==> src/rtl/rop_perf_pkg.sv <==
// Shared types and widths for the ROP performance-counter producer.
// The per-cycle event bundle is assembled once and consumed by the counter bank.
package rop_perf_pkg;

    localparam int ROP_PERF_CTR_BITS = 44;
    // The lane count field is wide enough for any practical lane count.
    localparam int ROP_LANE_CNT_BITS = 8;

    typedef struct packed {
        logic                         rd_fire;
        logic                         wr_fire;
        logic                         rsp_fire;
        logic                         stall;
        logic [ROP_LANE_CNT_BITS-1:0] lane_cnt;
    } rop_perf_evt_t;

endpackage

==> src/rtl/rop_perf_popcount.sv <==
// Combinational population count of a lane mask.
module rop_perf_popcount #(
    parameter  int N  = 4,
    localparam int CW = $clog2(N + 1)
) (
    input  logic [N-1:0]  mask,
    output logic [CW-1:0] cnt
);

    always_comb begin
        cnt = '0;
        for (int i = 0; i < N; i++) begin
            cnt = cnt + CW'(mask[i]);
        end
    end

endmodule

==> src/rtl/rop_perf_counter.sv <==
// Observes ROP memory and input-stage handshakes and accumulates read/write lanes,
// read latency (outstanding reads summed per cycle) and input stall cycles.
module rop_perf_counter
    import rop_perf_pkg::*;
#(
    parameter int NUM_LANES     = 4,
    parameter int MAX_PENDING   = 16,
    parameter int PERF_CTR_BITS = ROP_PERF_CTR_BITS
) (
    input  logic                     clk,
    input  logic                     reset_n,
    input  logic                     perf_enable,
    input  logic                     mem_req_valid,
    input  logic                     mem_req_ready,
    input  logic                     mem_req_rw,
    input  logic [NUM_LANES-1:0]     mem_req_mask,
    input  logic                     mem_rsp_valid,
    input  logic                     mem_rsp_ready,
    input  logic                     in_valid,
    input  logic                     in_ready,
    output logic [PERF_CTR_BITS-1:0] mem_reads,
    output logic [PERF_CTR_BITS-1:0] mem_writes,
    output logic [PERF_CTR_BITS-1:0] mem_latency,
    output logic [PERF_CTR_BITS-1:0] stall_cycles,
    output logic                     perf_error
);

    localparam int CNT_W  = $clog2(NUM_LANES + 1);
    localparam int PEND_W = $clog2(MAX_PENDING + 1);

    logic [CNT_W-1:0]         lane_pop;
    rop_perf_evt_t            evt;
    logic                     req_fire;
    logic [PEND_W-1:0]        pending_reg, pending_next;
    logic                     err_set;
    logic                     perf_error_reg;
    logic [PERF_CTR_BITS-1:0] mem_reads_reg, mem_writes_reg, mem_latency_reg, stall_cycles_reg;

    rop_perf_popcount #(.N(NUM_LANES)) u_popcount (
        .mask (mem_req_mask),
        .cnt  (lane_pop)
    );

    // Zero-mask requests carry no lanes and are treated as if they never happened.
    assign req_fire = mem_req_valid && mem_req_ready && (mem_req_mask != '0);

    always_comb begin
        evt          = '0;
        evt.rd_fire  = req_fire && !mem_req_rw;
        evt.wr_fire  = req_fire && mem_req_rw;
        evt.rsp_fire = mem_rsp_valid && mem_rsp_ready;
        evt.stall    = in_valid && !in_ready;
        evt.lane_cnt = ROP_LANE_CNT_BITS'(lane_pop);
    end

    always_comb begin
        pending_next = pending_reg;
        err_set      = 1'b0;
        if (evt.rd_fire && !evt.rsp_fire) begin
            if (pending_reg == PEND_W'(MAX_PENDING)) begin
                err_set = 1'b1;
            end else begin
                pending_next = pending_reg + PEND_W'(1);
            end
        end else if (!evt.rd_fire && evt.rsp_fire) begin
            if (pending_reg == '0) begin
                err_set = 1'b1;
            end else begin
                pending_next = pending_reg - PEND_W'(1);
            end
        end
    end

    // Pending tracking and the error flag run regardless of perf_enable.
    always_ff @(posedge clk or negedge reset_n) begin
        if (!reset_n) begin
            pending_reg    <= '0;
            perf_error_reg <= 1'b0;
        end else begin
            pending_reg    <= pending_next;
            perf_error_reg <= perf_error_reg | err_set;
        end
    end

    always_ff @(posedge clk or negedge reset_n) begin
        if (!reset_n) begin
            mem_reads_reg    <= '0;
            mem_writes_reg   <= '0;
            mem_latency_reg  <= '0;
            stall_cycles_reg <= '0;
        end else if (perf_enable) begin
            if (evt.rd_fire) begin
                mem_reads_reg <= mem_reads_reg + PERF_CTR_BITS'(evt.lane_cnt);
            end
            if (evt.wr_fire) begin
                mem_writes_reg <= mem_writes_reg + PERF_CTR_BITS'(evt.lane_cnt);
            end
            if (evt.stall) begin
                stall_cycles_reg <= stall_cycles_reg + PERF_CTR_BITS'(1);
            end
            mem_latency_reg <= mem_latency_reg + PERF_CTR_BITS'(pending_reg);
        end
    end

    assign mem_reads    = mem_reads_reg;
    assign mem_writes   = mem_writes_reg;
    assign mem_latency  = mem_latency_reg;
    assign stall_cycles = stall_cycles_reg;
    assign perf_error   = perf_error_reg;

endmodule

==> config.mk <==
export PLATFORM = sky130hd
export DESIGN_NAME = rop_perf_counter
export DESIGN_NICKNAME = d
export VERILOG_FILES = /design/src/rtl/rop_perf_pkg.sv /design/src/rtl/rop_perf_popcount.sv /design/src/rtl/rop_perf_counter.sv
export SDC_FILE = /design/constraint.sdc
export NUM_CORES = 1
export LEC_CHECK = 0
export CAP_MARGIN = 5
export CORE_MARGIN = 2
export CORE_UTILIZATION = 35
export DETAILED_ROUTE_END_ITERATION = 10
export DONT_BUFFER_PORTS = 1
export PLACE_DENSITY = 0.51
export SLEW_MARGIN = 20
export SYNTH_ARGS = -nofsm -noshare
export SYNTH_HDL_FRONTEND = slang
export SYNTH_SLANG_ARGS = --single-unit
==> constraint.sdc <==
create_clock -name clk -period 2.2 [get_ports clk]
set_clock_uncertainty 0.1 [all_clocks]
set_input_delay 0.55 -clock clk [delete_from_list [all_inputs] [get_ports clk]]
set_output_delay 0.55 -clock clk [all_outputs]
set_load 0.005 [all_outputs]
==> out/metrics.cfg <==
[route]
drt_iter0_markers=414
vias=6583
routed_wl_um=22210
antenna_left=0
drtPass1Iterations=4
drc=0
via_per_inst=5.048
post_drt_wl_per_cell_um=17.03

[die]
die_x_um=162.9
die_y_um=162.9
io_pins=191
dieArea_mm2=0.02654
rows=58
core_mm2=0.02496
start_util=0.3541

[synthesis]
synth_flop_cell=dfrtp_1
async_flop_share=1.000
syn_inst=813
ys_types=51
synth-seq-cells=182
synth-seq-area-share=0.5152
yosysWarnings=0
synth_enable_flop_cells=0
syn_area_mm2=0.008840
syn-num-nets=851
avgSynthCellArea_um2=10.87

[placement]
dpl.hpwl_um=15950
portBuffers=0
place_area_mm2=0.01054
gp_congestion=0.8214
dp_cells=1259

[sta]
max_freq_mhz=392.0
finalSetupViolations=85
finalCriticalPeriod_ns=2.551
tightest_slew_ns=0.5676
fin_crit_sh=1.160
rsz0062_at_grt=true
holdWs_ns=-0.2833
finalHoldViolations=182
max_slew_margin=0.6181
setup_ws_ns=-0.3512
final_max_slew_viol_count=0

[layout]
n_antenna_cell=0
nFillCells=2345
nets=1000
design_area_mm2=0.01186
final_layout_size_suffix_gt1_frac=0.3255
stdcell_count=1304
syn2layout_area_growth_pct=34.15
final_core_util=0.4750

[pwr]
clockPowerShare=0.324
p_comb_frac=0.282
finalPower_uw=9924
swShare=0.3053
power_density_mw_per_mm2=836.8
p_switching_uw=3030
peakVddDrop_mv=0.5046
leakagePower_uw=0.005484
p_int_uw=6894
power_frac_seq=0.395

[grt]
grt_pass1_vias=6727
overflow=0
grt_pass1_wl_um=35620
antenna_found_initial=0
grt_max_degree=183
grt.total_usage=0.1676

[run_status]
status=complete, but fails checks
violations=hold timing, setup timing

[setup_path]
crit_arrival_ns=2.75
startpoint_type=primary input
critPathRequiredTime_ns=2.40
cp_max_fo=7
worstSetupPathType=in2reg
cp-end-kind=register

[clock_network]
htree_levels=4
root_buffer=clkbuf_16
numClockSinks=182
insertion_delay_ns=0.43
clockBufferDepth=2
path_clk_slew_ns=0.07
cts_buffers=17
cts_tree=yes

[flow_run]
maxCapViolations=0

[min_path]
hold_class=in2async

[cells by family (layout without fill, tap and decap cells)]
| family | after synthesis | in the layout | share of synthesized area |
|---|---|---|---|
| compound gates | 35 | 35 | 0.02746 |
| simple gates | 344 | 344 | 0.2139 |
| flops | 182 | 182 | 0.5152 |
| buf+inv | 42 | 203 | 0.01840 |
| mux | 9 | 9 | 0.01147 |
| xor+xnor | 177 | 177 | 0.1754 |
| fa+ha+maj | 24 | 24 | 0.03822 |
[path summary, 6_finish.rpt]
kind | startpoint | endpoint | slack (ns) | cells after the start
setup / recovery | mem_req_mask[0] | mem_writes[35]$_DFFE_PN0P_ | -0.35 | 14
hold / removal | reset_n | mem_latency[26]$_DFFE_PN0P_ | -0.28 | 0
setup reg to reg | mem_reads[12]$_DFFE_PN0P_ | mem_reads[29]$_DFFE_PN0P_ | 0.02 | 6
hold reg to reg | mem_reads[43]$_DFFE_PN0P_ | mem_reads[43]$_DFFE_PN0P_ | 0.39 | 1
max in group asynchronous | reset_n | mem_reads[5]$_DFFE_PN0P_ | 2.07 | 0
min in group clk | perf_enable | mem_latency[2]$_DFFE_PN0P_ | 0.12 | 1
[placed cells by master (no fill, tap or decap), drive strengths merged, types with 9 or more instances in the layout]
master / instances
clkbuf: 19
a21oi: 10
o21ai: 9
and3: 27
xnor2: 115
ha: 19
and4: 10
mux2: 9
xor2: 62
nand4: 59
nand2: 59
nor4: 17
nor2: 42
buf: 144
nor3: 21
nand3: 77
inv: 32
dfrtp: 182
[routing by layer]
| metal | global-route usage | wire length (um) | vias to the layer above |
|---|---|---|---|
| met1 | 0.2095 | 9647 | 3270 |
| met3 | 0.06595 | 1796 | 15 |
| met4 | 0.04063 | 211 | 0 |
| met2 | 0.2723 | 10550 | 156 |
| met5 | 0 | 0 | - |
| li1 | - | - | 3142 |
[worst max-delay path, cell delays in order]
cell	delay (ns)
inv_8	0.01
ha_4	0.24
inv_2	0.03
fa_2	0.34
inv_2	0.09
ha_4	0.22
ha_4	0.28
a211oi_2	0.06
a211oi_2	0.14
buf_4	0.17
o2111a_2	0.26
buf_12	0.14
nand3_4	0.08
xnor2_2	0.14
[power groups by stage]
stage	Clock [uW]	Combinational [uW]	Sequential [uW]
floorplan	0	1260	4020
global placement	0	2270	3950
detailed placement	0	2310	3950
CTS	3300	2620	3900
global route	3420	3100	3960
finish	3210	2800	3920
[area by class of cell]
cell class,count,area (um2),area share
Clock buffer,19,432.9,0.03651
Clock inverter,12,166.4,0.01403
Inverter,28,127.6,0.01076
Multi-Input combinational cell,589,5021,0.4234
Sequential cell,182,4554,0.3840
Tap cell,330,412.9,0.03482
Timing Repair Buffer,144,1144,0.09643
[cells in the mapped netlist, drive strengths merged, types with 17 or more instances]
cell,instances,area (um2)
nand2,59,221.5
nor2,42,157.7
nand3,77,390.4
xor2,62,543.0
nor3,21,120.1
nor4,17,127.6
dfrtp,182,4554
inv,28,105.1
and3,27,168.9
nand4,59,369.1
xnor2,115,1007
ha,19,237.7
[what timing repair did]
| item | in CTS | in global routing |
|---|---|---|
| buffers inserted | 10 | 5 |
| gates resized for setup | 69 | 48 |
| pin swaps | 36 | 27 |
| endpoints found under the hold margin | 182 | 182 |
| setup endpoints to repair | 87 | 117 |
[through the flow]
stage,setup TNS [ns],worst slack (ns),hold slack [ns]
after floorplan,-47.73,-0.7655,0.1544
after global placement,-60.76,-0.8213,0.1591
after detailed placement,-62.54,-0.8536,0.1592
after CTS,-17.20,-0.3015,-0.3060
after global routing,-27.15,-0.4388,-0.3134
final,-20.93,-0.3512,-0.2833
No activity file was read; power rests on OpenSTA's default activity.
